<file path="src/rtl/pipe_addsub_pkg.sv">
// pipe_addsub_pkg: shared constants and flag bundle
// for the pipelined add/sub unit
package pipe_addsub_pkg;

  localparam int DEF_WIDTH  = 32;
  localparam int DEF_STAGES = 4;

  typedef struct packed {
    logic cout;
    logic ovf;
    logic zero;
    logic lt;
    logic ltu;
  } flags_t;

endpackage

</file>
<file path="src/rtl/addsub_slice.sv">
// addsub_slice: one combinational carry slice
// also exposes the carry into its top bit
module addsub_slice #(
  parameter int W = 8
) (
  input  logic [W-1:0] a,
  input  logic [W-1:0] b,
  input  logic         cin,
  output logic [W-1:0] sum,
  output logic         cout,
  output logic         ctop
);

  logic [W:0] t;

  assign t    = {1'b0, a} + {1'b0, b} + {{W{1'b0}}, cin};
  assign sum  = t[W-1:0];
  assign cout = t[W];
  // a ^ b ^ sum recovers the carry that entered the top bit
  assign ctop = a[W-1] ^ b[W-1] ^ t[W-1];

endmodule

</file>
<file path="src/rtl/pipe_addsub.sv">
// pipe_addsub: sliced add/sub with valid/ready pipeline
// one carry slice per stage, flags decoded at the tail
module pipe_addsub
  import pipe_addsub_pkg::*;
#(
  parameter int WIDTH  = DEF_WIDTH,
  parameter int STAGES = DEF_STAGES
) (
  input  logic             i_clk,
  input  logic             i_reset,
  input  logic             i_in_valid,
  output logic             o_in_ready,
  input  logic [WIDTH-1:0] i_a,
  input  logic [WIDTH-1:0] i_b,
  input  logic             i_sub,
  output logic             o_out_valid,
  input  logic             i_out_ready,
  output logic [WIDTH-1:0] o_sum,
  output logic             o_cout,
  output logic             o_ovf,
  output logic             o_zero,
  output logic             o_lt,
  output logic             o_ltu
);

  localparam int SLICE = WIDTH / STAGES;
  localparam int LAST  = STAGES - 1;

  logic [STAGES:0]              rdy;
  logic [STAGES-1:0]            vld_q, sub_q, cy_q;
  logic [STAGES-1:0][WIDTH-1:0] sum_q, a_q, b_q;
  logic                         cmsb_q;

  logic [STAGES-1:0]            v_up, sub_up, c_up;
  logic [STAGES-1:0]            c_sl, ct_sl;
  logic [STAGES-1:0][WIDTH-1:0] s_up, a_up, b_up, s_nx;
  logic [STAGES-1:0][SLICE-1:0] s_sl;

  flags_t fl;
  logic   unused;

  // a stage may load when empty or when its successor moves
  always_comb begin
    rdy         = '0;
    rdy[STAGES] = i_out_ready;
    for (int k = LAST; k >= 0; k--) begin
      rdy[k] = ~vld_q[k] | rdy[k+1];
    end
  end

  always_comb begin
    v_up      = '0;
    sub_up    = '0;
    c_up      = '0;
    s_up      = '0;
    a_up      = '0;
    b_up      = '0;
    v_up[0]   = i_in_valid;
    sub_up[0] = i_sub;
    c_up[0]   = i_sub;
    a_up[0]   = i_a;
    b_up[0]   = i_sub ? ~i_b : i_b;
    for (int k = 1; k < STAGES; k++) begin
      v_up[k]   = vld_q[k-1];
      sub_up[k] = sub_q[k-1];
      c_up[k]   = cy_q[k-1];
      s_up[k]   = sum_q[k-1];
      a_up[k]   = a_q[k-1];
      b_up[k]   = b_q[k-1];
    end
  end

  for (genvar k = 0; k < STAGES; k++) begin : g_sl
    addsub_slice #(
      .W (SLICE)
    ) u_sl (
      .a    (a_up[k][k*SLICE +: SLICE]),
      .b    (b_up[k][k*SLICE +: SLICE]),
      .cin  (c_up[k]),
      .sum  (s_sl[k]),
      .cout (c_sl[k]),
      .ctop (ct_sl[k])
    );
  end

  always_comb begin
    s_nx = s_up;
    for (int k = 0; k < STAGES; k++) begin
      s_nx[k][k*SLICE +: SLICE] = s_sl[k];
    end
  end

  always_ff @(posedge i_clk) begin
    if (i_reset) begin
      vld_q  <= '0;
      sub_q  <= '0;
      cy_q   <= '0;
      sum_q  <= '0;
      a_q    <= '0;
      b_q    <= '0;
      cmsb_q <= 1'b0;
    end else begin
      for (int k = 0; k < STAGES; k++) begin
        if (rdy[k]) begin
          vld_q[k] <= v_up[k];
          if (v_up[k]) begin
            sub_q[k] <= sub_up[k];
            cy_q[k]  <= c_sl[k];
            sum_q[k] <= s_nx[k];
            a_q[k]   <= a_up[k];
            b_q[k]   <= b_up[k];
          end
        end
      end
      if (rdy[LAST] && v_up[LAST]) begin
        cmsb_q <= ct_sl[LAST];
      end
    end
  end

  always_comb begin
    fl      = '0;
    fl.cout = cy_q[LAST];
    fl.ovf  = cy_q[LAST] ^ cmsb_q;
    fl.zero = (sum_q[LAST] == '0);
    fl.lt   = sum_q[LAST][WIDTH-1] ^ fl.ovf;
    fl.ltu  = ~cy_q[LAST];
  end

  assign o_in_ready  = rdy[0] & ~i_reset;
  assign o_out_valid = vld_q[LAST];
  assign o_sum       = sum_q[LAST];
  assign o_cout      = fl.cout;
  assign o_ovf       = fl.ovf;
  assign o_zero      = fl.zero;
  assign o_lt        = fl.lt;
  assign o_ltu       = fl.ltu;

  assign unused = ^{a_q, b_q, sub_q, ct_sl};

endmodule
</file>
<file path="config.mk">
export PLATFORM = sky130hd
export DESIGN_NAME = pipe_addsub
export DESIGN_NICKNAME = d
export VERILOG_FILES = /design/src/rtl/pipe_addsub_pkg.sv /design/src/rtl/addsub_slice.sv /design/src/rtl/pipe_addsub.sv
export SDC_FILE = /design/constraint.sdc
export NUM_CORES = 1
export LEC_CHECK = 0
export BUFFER_PORTS_ARGS = -buffer_cell sky130_fd_sc_hd__buf_4
export CELL_PAD_IN_SITES_DETAIL_PLACEMENT = 0
export CELL_PAD_IN_SITES_GLOBAL_PLACEMENT = 1
export CORE_MARGIN = 4
export CORE_UTILIZATION = 43
export DETAILED_ROUTE_END_ITERATION = 16
export GPL_TIMING_DRIVEN = 0
export PLACE_DENSITY_LB_ADDON = 0.1
export RECOVER_POWER = 100
export SYNTH_ARGS = -nofsm -noshare
export SYNTH_HDL_FRONTEND = slang
export SYNTH_SLANG_ARGS = --single-unit
</file>
<file path="constraint.sdc">
create_clock -name i_clk -period 3.1 [get_ports i_clk]
set_input_delay 0.31 -clock i_clk [delete_from_list [all_inputs] [get_ports i_clk]]
set_output_delay 0.31 -clock i_clk [all_outputs]
set_load 0.03 [all_outputs]
</file>
# Word-level counts from Yosys, hierarchy flattened
# Cells that the tools add are included.
[totals]
reg_bits = 281
output_inout_bits = 39
word_cells = 50
[classes]
n_addsub = 8
mux = 1
bitwise = 16
n_reduce_logical = 6
[ops]
columns = ["op", "count"]
rows = [
  ["adder 8 x 8 -> 9 bit", 4],
  ["adder 9 x 1 -> 9 bit", 4],
  ["logical NOT 32 bit", 1],
  ["2-to-1 mux 32 bit", 1],
  ["inverter 32 bit", 1],
  ["AND reduction 2 bit", 4],
  ["inverter 1 bit", 6],
  ["bitwise OR 1 bit", 4],
  ["XOR 1 bit", 4],
  ["AND 1 bit", 1],
  ["logical AND 1 bit", 1],
]

# Longest topological paths before layout
# Gate-level depths: netlist of the first run.
[logic_depth]
word_depth = 6
depth_mapped = 9

# Hierarchy
# A second synthesis of the first run with hierarchy kept.
[hier_totals]
cells_unflattened = 1053
hier_area_um2 = 9158.8
[modules_own_cells]
columns = ["module", "instances", "cells_each", "area_each_um2", "seq_area_each_um2"]
rows = [
  ["pipe_addsub", 1, 881, 7721.2, 3703.6],
  ["addsub_slice (g_sl[1].u_sl ...)", 3, 43, 364.1, 0.0],
  ["addsub_slice (g_sl[0].u_sl)", 1, 43, 345.3, 0.0],
]

# Least setup slack after synthesis of the first run
# No wires, ideal clock.
[synth_timing]
kind = "register to register"
from = "register a_q[48] in the netlist's numbering"
to = "register cy_q[2]"
setup_time_ns = 0.133
arrival_ns = 2.156
t_required_ns = 2.967
setup_slack_ns = 0.811
stages_incl_launch_ff = 8
path_buffers = 0
period_less_slack_ns = 2.289
path_cell_list = "dfxtp_1 > fa_1 > fa_1 > a211o_1 > o211ai_1 > a21oi_1 > a2111oi_0 > nor4_1"
[synth_via]
elab_chain_len = 2
[synth_rtl]
columns = ["item", "line_no", "text"]
rows = [
  ["from (decl)", "pipe_addsub.sv:31", "logic [STAGES-1:0][WIDTH-1:0] sum_q, a_q, b_q;"],
  ["from (signal, indexed assignment)", "pipe_addsub.sv:110", "a_q[k] <= a_up[k];"],
  ["adder 8 x 8 -> 9 bit", "addsub_slice.sv:16", "assign t = {1'b0, a} + {1'b0, b} + {{W{1'b0}}, cin};"],
  ["adder 9 x 1 -> 9 bit", "addsub_slice.sv:16", ""],
  ["to (signal, indexed assignment)", "pipe_addsub.sv:108", "cy_q[k] <= c_sl[k];"],
  ["to (decl)", "pipe_addsub.sv:30", "logic [STAGES-1:0] vld_q, sub_q, cy_q;"],
]
# Every way passes these cells.
# A chain may end at the register's enable or synchronous reset.

# Worst setup path in the final report of the first run
[layout_timing]
from = "input port i_sub"
to = "register cy_q[0]"
[layout_via]
elab_chain_len = 3
[layout_rtl]
columns = ["item", "line_no", "text"]
rows = [
  ["from (decl)", "pipe_addsub.sv:15", "input logic i_sub,"],
  ["2-to-1 mux 32 bit", "pipe_addsub.sv:62", "b_up[0] = i_sub ? ~i_b : i_b;"],
  ["adder 8 x 8 -> 9 bit", "addsub_slice.sv:16", ""],
  ["adder 9 x 1 -> 9 bit *", "addsub_slice.sv:16", ""],
]
# Mark *: on every way between the ends. The rest lies on a longest branch, timed or not.

==> results of run 1 <==
[logic make-up after synthesis]
logic type / count (synthesis)
AO/OA/AOI/OAI: 230
XOR/XNOR: 44
adder cells (fa/ha/maj): 35
buffers and inverters: 70
flip-flops: 185
multiplexers: 3
AND/OR/NAND/NOR: 403
[cells in the mapped netlist (all sizes together)]
cell     number
a2111oi       4
a211o        13
a211oi       31
a21o          7
a21oi       154
a221oi        1
and2          1
and3b         1
buf          29
clkbuf       37
dfxtp       185
fa            7
ha           28
inv           4
mux2i         3
nand2       279
nand2b        3
nand3         8
nand3b        7
nand4         2
nand4b        2
nor2         53
nor2b         3
nor3         17
nor3b         6
nor4         11
nor4b         6
o211ai        6
o21a          2
o21ai        11
o21bai        1
or3           3
or4           1
xnor2        33
xor2         11
[layer usage]
| metal | global-route usage [%] | vias up | share of wire [%] |
|---|---|---|---|
| met3 | 4.17 | 13 | 4.6 |
| met4 | 4.27 | 0 | 0.73 |
| met2 | 30.6 | 136 | 44 |
| met5 | 0 | - | 0 |
| met1 | 28.5 | 2995 | 51 |
| li1 | - | 3548 | - |
[worst max-delay path, delay by kind of cell]
kind | cells | cell delay, ns
adder cells (fa/ha/maj) | 1 | 0.50
buffers and inverters | 2 | 0.91
XOR/XNOR | 1 | 0.23
AND/OR/NAND/NOR | 1 | 0.15
AO/OA/AOI/OAI | 4 | 0.76
[flip-flops by register name (all words and copies together) (netlist names)]
register,cells
cy_q,4
o_sum,32
a_q,48
s_nx,48
vld_q,4
b_q,48
cmsb_q,1
[final cells by class]
| type | instances | area, µm² |
|---|---|---|
| Fill cell | 1970 | 9130 |
| Buffer | 66 | 278 |
| Clock buffer | 18 | 439 |
| Tap cell | 234 | 293 |
| Inverter | 4 | 15.0 |
| Timing Repair Buffer | 105 | 642 |
| Multi-Input combinational cell | 715 | 4010 |
| Clock inverter | 14 | 128 |
| Sequential cell | 185 | 3700 |
[per-stage QoR]
| stage | util, % | total power, mW |
|---|---|---|
| floorplan | - | 2.95 |
| global placement | 49.4 | 3.16 |
| detailed placement | 49.4 | 3.17 |
| CTS | 52.4 | 5.26 |
| global route | 51.0 | 5.41 |
| finish | 51.0 | 5.19 |
[power by group]
| group | internal, mW | switching, mW |
|---|---|---|
| logic | 0.234 | 0.334 |
| clock network | 1.08 | 1.02 |
| registers | 2.46 | 0.0564 |
[worst min path at each step]
stage | start | endpoint | slack (ns) | depth (start not counted)
2_1_floorplan | s_nx[77]$_SDFFE_PP0P_ | s_nx[109]$_SDFFE_PP0P_ | 0.43 | 2
3_3_place_gp | a_q[63]$_SDFFE_PP0P_ | a_q[95]$_SDFFE_PP0P_ | 0.44 | 2
3_5_place_dp | a_q[63]$_SDFFE_PP0P_ | a_q[95]$_SDFFE_PP0P_ | 0.45 | 2
4_1_cts | i_a[28] | a_q[28]$_SDFFE_PP0P_ | 0.11 | 3
5_1_grt | i_a[24] | a_q[24]$_SDFFE_PP0P_ | 0.11 | 3
6_report | i_a[28] | a_q[28]$_SDFFE_PP0P_ | 0.12 | 3
==> flow_summary.toml, run 1 <==
[floorplan]
dieHeight_um = 145
rows = 50
io_pins = 108
dieArea_um2 = 21200
coreArea_um2 = 18600
die_width_um = 145
initial_core_util_pct = 43.6

[setup_path]
slowest_stage = "clkbuf_1"
cp.required_ns = 3.37
path_cells = "clkbuf_1, clkbuf_1, xor2_1, fa_1, a211oi_1, o21bai_1, a21oi_1, nand2b_1, a221oi_1"
endpoint_kind = "flop"
endpoint = "cy_q[0]$_SDFFE_PP0P_"
reg2reg_to = "cy_q[1]$_SDFFE_PP0P_"
crit_top_cell = "clkbuf_1"
critical_path_class = "input port to flop"
r2r_setup_slack_ns = 0.55
arrival_ns = 2.88
slowest_delay_ns = 0.66
critPathLaunchType = "input port"
reg2reg_from = "a_q[8]$_SDFFE_PP0P_"
cp_max_fo = 10
reg2reg_depth = 7
startpoint = "i_sub"

[clock_tree]
postCtsSetupBuffers = 0
root_buffer = "clkbuf_16"
cts_buffers = 17
h-tree-depth = 4
clkTransAtPathRegs_ns = 0.07
cts_tree = "built"
ctsResizeCount = 0
clock-sinks = 185
clk_path_buf_depth = 2
clk_latency_ns = 0.43
cts_hold_repair.buffers = 0

[drt]
drt_wl_total_um = 21100
drt_first_iter_violations = 320
drc = 0
via_per_inst = 4.99
drtPass1Iterations = 5
num_vias = 6692
routedWlPerCell_um = 15.8
drtAntennaViolNets = 0

[logic_synthesis]
yosysTopAreaCellShare_pct = 45.6
synthCells = 970
netlist_area_um2 = 8120
synthTopCellsByArea = "dfxtp_1 (46%), nand2_1 (13%), a21oi_1 (9.4%)"
yosysTopAreaCell = "dfxtp_1"
synth_top_family_by_area = "simple AND/OR/NAND/NOR gates"
synth_warnings = 0
syn_nets = 1074
synth_fa_ha_area_share_pct = 6.04
avgSynthCellArea_um2 = 8.38
ys_types = 45
synth_compound_area_share_pct = 18.3
ys_ff_latch = 185
synthXorXnorAreaFrac_pct = 4.74
muxShareOfSynthArea_pct = 0.370
yosys.area_share.simple_pct = 21.1
yosysSeqAreaShare_pct = 45.6

[min_path]
hold_class = "input port to flop"

[layout]
insertedDiodeCount = 0
stdcell_area_um2 = 9510
drive_gt1_share_pct = 11.4
mostFrequentLayoutCells = "nand2_1 (279), dfxtp_1 (185), a21oi_1 (154)"
final_nets = 1198
instances_no_fill = 1341
final_common_cell = "nand2_1"
area_growth_pct = 17.0

[timing]
tightest_slew_ns = 0.880
rsz0062_at_grt = "no"
finalSetupViolations = 0
timing.fmax_ghz = 0.384
fin_ws_ns = 0.496
finClkSkew_ns = 0.00810
post-route-min-period_ns = 2.60
relSlewSlack_pct = 41.4
hold_violations = 0
fin_crit_sh_pct = 84.0
finalMaxSlewViolations = 0
tns_ns = 0
hold_ws_ns = 0.118

[global_route]
grt_max_degree = 19
grt_pass1_vias = 6251
grt.total_usage_pct = 19.7
grt_pass1_wl_um = 33500
grt_antenna_before_repair = 0
overflow = 0

[placement]
hpwlAfterDp_um = 16400
place_area_um2 = 9210
gp_congestion = 0.801
io_buffers = 105
preCtsSetupSlack_ns = 0.427
dp_cells = 1309

[power]
vdd_drop_max_mv = 0.410
p_leak_nw = 3.64
powerDensity_nw_per_um2 = 546

[run]
cap_viol_max_count = 0

[outcome]
status = "finished, final reports clean"
No activity file was read; power rests on OpenSTA's default activity.
==> inputs of run 2 (changes only) <==
--- a/config.mk
+++ b/config.mk
@@ -5,11 +5,12 @@
 export SDC_FILE = /design/constraint.sdc
 export NUM_CORES = 1
 export LEC_CHECK = 0
+export ABC_AREA = 1
 export BUFFER_PORTS_ARGS = -buffer_cell sky130_fd_sc_hd__buf_4
 export CELL_PAD_IN_SITES_DETAIL_PLACEMENT = 0
 export CELL_PAD_IN_SITES_GLOBAL_PLACEMENT = 1
 export CORE_MARGIN = 4
-export CORE_UTILIZATION = 43
+export CORE_UTILIZATION = 42
 export DETAILED_ROUTE_END_ITERATION = 16
 export GPL_TIMING_DRIVEN = 0
 export PLACE_DENSITY_LB_ADDON = 0.1
==> constraint.sdc (replaced) <==
create_clock -name i_clk -period 2.7 [get_ports i_clk]
set_input_delay 0.27 -clock i_clk [delete_from_list [all_inputs] [get_ports i_clk]]
set_output_delay 0.27 -clock i_clk [all_outputs]
set_load 0.03 [all_outputs]
==> run 2 against run 1 <==
  * Non-clock buffer count shrank 5
  * Clock power is 25% higher
  * Wire length decreased by 3.5%
  * Power up 25%
  * Hold slack got worse by 0.038 ns
  * Core utilization hardly changed
  * Register-to-register slack hardly changed
==> flow_summary.toml, run 2 <==
[logic_synthesis]
ys_ff_latch = 185
yosysMostFrequentCell = "nor2_1"
syn_nets = 1154
async_flop_share_pct = 0
synthFlopType = "dfxtp_1"
yosysTopAreaCell = "dfxtp_1"
synthCells = 1050
synth_edf_count = 0
ys_types = 29
synthTopCellsByCount = "nor2_1 (247), dfxtp_1 (185), o21ai_0 (168)"
synth_warnings = 0
netlist_area_um2 = 8090
avgSynthCellArea_um2 = 7.71
synthTopCellsByArea = "dfxtp_1 (46%), nor2_1 (11%), o21ai_0 (10%)"
yosysSeqAreaShare_pct = 45.8
yosysTopAreaCellShare_pct = 45.8

[clock_tree]
cts_buffers = 17
clock-sinks = 185
h-tree-depth = 4
cts_hold_repair.buffers = 0
clk_path_buf_depth = 2
clkTransAtPathRegs_ns = 0.07
clk_latency_ns = 0.43
postCtsSetupBuffers = 0
cts_tree = "built"
ctsResizeCount = 0
root_buffer = "clkbuf_16"

[layout]
mostFrequentLayoutCells = "nor2_1 (248), dfxtp_1 (185), o21ai_0 (169)"
insertedDiodeCount = 0
drive_gt1_share_pct = 9.87
final_common_cell = "nor2_1"
nFillCells = 1974
regArea_um2 = 3700
multi_input_area_um2 = 3760
final_nets = 1279
area_growth_pct = 18.7
final_core_util_pct = 51.0

[timing]
timing.fmax_ghz = 0.464
hold_violations = 0
post-route-min-period_ns = 2.15
tightest_slew_ns = 0.645
finClkSkew_ns = 0.00656
finalMaxSlewViolations = 0
fin_crit_sh_pct = 79.8
finalSetupViolations = 0
rsz0062_at_grt = "no"
tns_ns = 0
relSlewSlack_pct = 57.0

[outcome]
status = "finished, final reports clean"

[drt]
via_per_inst = 4.75
drt_wl_total_um = 20400
drtAntennaViolNets = 0
routedWlPerCell_um = 14.1
drt_first_iter_violations = 323
drtPass1Iterations = 5
num_vias = 6863
drc = 0

[setup_path]
endpoint_kind = "output port"
critical_path_class = "flop to output port"
reg2reg_depth = 8
startpoint = "vld_q[3]$_SDFFE_PP0P_"
r2r_setup_slack_ns = 0.55
arrival_ns = 1.88
reg2reg_from = "vld_q[3]$_SDFFE_PP0P_"
cp.required_ns = 2.43
critPathLaunchType = "flop"
endpoint = "o_in_ready"
reg2reg_to = "s_nx[32]$_SDFFE_PP0P_"
cp_max_fo = 4

[power]
p_total_mw = 6.49
vdd_drop_max_mv = 0.434
p_leak_nw = 4.24
powerDensity_nw_per_um2 = 675

[global_route]
grt_pass1_vias = 6493
grt_antenna_before_repair = 0
overflow = 0
grt_max_degree = 17
grt.total_usage_pct = 19.3
grt_pass1_wl_um = 33600

[run]
cap_viol_max_count = 0

[placement]
hpwlAfterDp_um = 15900
gp_congestion = 0.846
io_buffers = 106

[floorplan]
dieHeight_um = 147
die_width_um = 147
initial_core_util_pct = 43.0
io_pins = 108
rows = 50
coreArea_um2 = 18800
dieArea_um2 = 21600

[min_path]
hold_class = "input port to flop"
==> run 2: how the worst min path moves through the flow <==
stage	from	endpoint	slack (ns)	cells after the start
after floorplan	i_reset	s_nx[119]$_SDFFE_PP0P_	0.43	3
after global placement	b_q[25]$_SDFFE_PP0P_	b_q[25]$_SDFFE_PP0P_	0.44	2
after detailed placement	b_q[25]$_SDFFE_PP0P_	b_q[57]$_SDFFE_PP0P_	0.45	2
after CTS	i_a[11]	a_q[11]$_SDFFE_PP0P_	0.07	3
after global routing	i_a[18]	a_q[18]$_SDFFE_PP0P_	0.07	3
final	i_a[11]	a_q[11]$_SDFFE_PP0P_	0.08	3
==> run 2: through the flow <==
step	std cells	worst slack (ns)	hold slack [ns]	instance area, µm²
after floorplan	1050	0.767	0.426	8090
after global placement	1416	0.664	0.442	9220
after detailed placement	1416	0.679	0.449	9220
after CTS	1446	0.696	0.0725	9830
after global routing	1446	0.301	0.0748	9610
final	1446	0.546	0.0796	9610
==> run 2: layout make-up <==
class                      instances  area share [%]
multi-input combinational        732            39.2
clock inverter                    11            1.80
buffer                            60            2.86
clock buffer                      19            4.61
tap                              260            3.39
timing repair buffer             106            6.76
sequential                       185            38.5
inverter                          73            2.85
==> run 2: cells by family (layout without fill, tap and decap cells) <==
kind of cell	count (synthesis)	count (layout)	synth area share, %
AOI/OAI and AO/OA	262	262	16.3
adders and majority gates	35	35	6.06
DFF	185	185	45.8
and+or+nand+nor	389	389	19.5
xor gates and xnor gates	46	46	4.98
buffers and inverters	133	269	7.44
==> run 2: worst max-delay path: stages (launching register included) <==
cell and delay [ns]:
dfxtp_1 0.32, inv_1 0.04, nor2_1 0.37, nand4_1 0.29
inv_1 0.11, nor2_1 0.07, clkbuf_1 0.25
==> run 2: metal layers <==
| metal | vias to the layer above | part of all wire, % | wire, µm | track usage (%) |
|---|---|---|---|---|
| li1 | 3680 | - | - | - |
| met1 | 3031 | 51 | 10300 | 27.6 |
| met2 | 135 | 44 | 8890 | 30.2 |
| met3 | 17 | 4.6 | 944 | 4.04 |
| met4 | 0 | 1.1 | 230 | 4.33 |
| met5 | - | 0 | 0 | 0 |
==> run 2: power breakdown <==
part	leakage [nW]	total, mW	internal [mW]	switching [mW]
Sequential	1.52	2.99	2.90	0.0913
Combinational	2.41	0.870	0.340	0.530
Clock	0.299	2.63	1.57	1.06
Total	4.24	6.49	4.80	1.68
==> inputs of run 3 (changes only) <==
==> constraint.sdc (replaced) <==
create_clock -name i_clk -period 2.2 [get_ports i_clk]
set_input_delay 0.22 -clock i_clk [delete_from_list [all_inputs] [get_ports i_clk]]
set_output_delay 0.22 -clock i_clk [all_outputs]
set_load 0.03 [all_outputs]
==> run 3 against run 2 <==
  * Sequential power grew 23%
  * Register-to-register slack lost 0.36 ns
  * Highest routed layer unchanged
  * Non-clock buffer count is the same
  * Die area is the same
  * Combinational power grew 23%
  * Setup slack lost 0.36 ns
==> flow_summary.toml, run 3 (synthesis gave the netlist of run 2 again) <==
[floorplan]
dieHeight_um = 147
coreArea_um2 = 18800
die_width_um = 147
io_pins = 108
dieArea_um2 = 21600
initial_core_util_pct = 43.0
rows = 50

[min_path]
hold_class = "input port to flop"
min_path_cells = 3
worst_hold_path.endpoint = "a_q[11]$_SDFFE_PP0P_"
min_from = "i_a[11]"

[timing]
fin_crit_sh_pct = 91.4
finClkSkew_ns = 0.00635
tns_ns = 0
relSlewSlack_pct = 58.2
post-route-min-period_ns = 2.01
hold_violations = 0
finalMaxSlewViolations = 0
finalSetupViolations = 0
timing.fmax_ghz = 0.497
rsz0062_at_grt = "no"
tightest_slew_ns = 0.627

[setup_path]
endpoint_kind = "flop"
crit_top_cell = "nand2_1"
path_cells = "fa_1, fa_1, nand3_1, nand2_1, nand2_1, nand2_1, nand2_1, nand3_1, nand2_1, inv_1"
reg2reg_from = "a_q[8]$_SDFFE_PP0P_"
slowest_stage = "fa_1"
cp_max_fo = 3
reg2reg_to = "s_nx[78]$_SDFFE_PP0P_"
r2r_setup_slack_ns = 0.19
cp.required_ns = 2.53
arrival_ns = 2.34
reg2reg_depth = 10
critical_path_class = "flop to flop"
critPathLaunchType = "flop"
slowest_delay_ns = 0.46

[power]
p_leak_nw = 4.28
powerDensity_nw_per_um2 = 827
vdd_drop_max_mv = 0.523
p_total_mw = 7.97

[placement]
dp_cells = 1416
gp_congestion = 0.846
hpwlAfterDp_um = 15900
io_buffers = 106

[layout]
nFillCells = 1964
final_common_cell = "nor2_1"
area_growth_pct = 19.1
insertedDiodeCount = 0
mostFrequentLayoutCells = "nor2_1 (248), dfxtp_1 (185), o21ai_0 (169)"
multi_input_area_um2 = 3770
regArea_um2 = 3700
drive_gt1_share_pct = 10.7
instances_no_fill = 1446
final_nets = 1279

[clock_tree]
clk_latency_ns = 0.43
clock-sinks = 185
cts_hold_repair.buffers = 0
clkTransAtPathRegs_ns = 0.07
h-tree-depth = 4
cts_buffers = 17
clk_path_buf_depth = 2
postCtsSetupBuffers = 0
ctsResizeCount = 0
cts_tree = "built"
root_buffer = "clkbuf_16"

[drt]
num_vias = 6835
drc = 0
via_per_inst = 4.73
drtPass1Iterations = 4
drt_first_iter_violations = 320
drtAntennaViolNets = 0
drt_wl_total_um = 20300
routedWlPerCell_um = 14.1

[global_route]
grt_antenna_before_repair = 0
grt.total_usage_pct = 19.3
overflow = 0
grt_max_degree = 17
grt_pass1_vias = 6493
grt_pass1_wl_um = 33600

[run]
cap_viol_max_count = 0

[outcome]
status = "finished, final reports clean"
==> run 3: changes by cell type in the layout (fill, tap and decap cells not counted), sizes merged <==
cell / before / now
buf: 88 / 89
clkbuf: 97 / 96
==> run 3: worst max-delay path by stage <==
stage,startpoint,end,slack [ns],depth (start not counted)
3_3_place_gp,i_sub,s_nx[38]$_SDFFE_PP0P_,0.21,12
6_report,a_q[8]$_SDFFE_PP0P_,s_nx[78]$_SDFFE_PP0P_,0.19,10
3_5_place_dp,a_q[48]$_SDFFE_PP0P_,s_nx[118]$_SDFFE_PP0P_,0.23,10
2_1_floorplan,cy_q[3]$_SDFFE_PP0P_,o_lt,0.32,2
4_1_cts,a_q[48]$_SDFFE_PP0P_,s_nx[118]$_SDFFE_PP0P_,0.22,10
5_1_grt,vld_q[3]$_SDFFE_PP0P_,a_q[9]$_SDFFE_PP0P_,0.07,9
==> run 3: final cells by class <==
cell class              instances  share of cell area, %
well taps                     260                   3.38
flip-flops and latches        185                   38.4
clock inverters                11                   1.79
multi-input cells             732                   39.1
inverters                      73                   2.84
plain buffers                  60                   3.08
clock buffers                  19                   4.60
repair buffers                106                   6.76
==> run 3: power breakdown <==
group / leakage (nW) / total [mW] / internal, mW / switching (mW)
Clock: 0.299 / 3.23 / 1.92 / 1.30
Combinational: 2.46 / 1.07 / 0.423 / 0.652
Sequential: 1.52 / 3.67 / 3.55 / 0.112
Total: 4.28 / 7.97 / 5.90 / 2.07
==> run 3: through the flow <==
| step | hold slack [ns] | util, % | setup WS (ns) | cell area (µm²) |
|---|---|---|---|---|
| 6_report | 0.0341 | 51.2 | 0.189 | 9640 |
| 5_1_grt | 0.0248 | 51.2 | 0.0664 | 9640 |
| 4_1_cts | 0.0225 | 52.2 | 0.221 | 9830 |
| 3_5_place_dp | 0.449 | 48.9 | 0.226 | 9220 |
| 3_3_place_gp | 0.442 | 48.9 | 0.214 | 9220 |
| 2_1_floorplan | 0.376 | - | 0.317 | 8090 |
==> run 3: critical path, delay by kind of cell (launching register included) <==
family / cells / cell delay [ns]
adder cells (fa/ha/maj): 2 / 0.88
AND/OR/NAND/NOR: 7 / 0.67
flip-flops: 1 / 0.33
buffers and inverters: 1 / 0.04
==> run 3: metal layers <==
metal	GRT usage [%]	share of wire, %	vias to the layer above
li1	-	-	3677
met1	27.6	51	3012
met2	30.2	44	129
met3	4.04	4.2	17
met4	4.33	1.0	0
met5	0	0	-
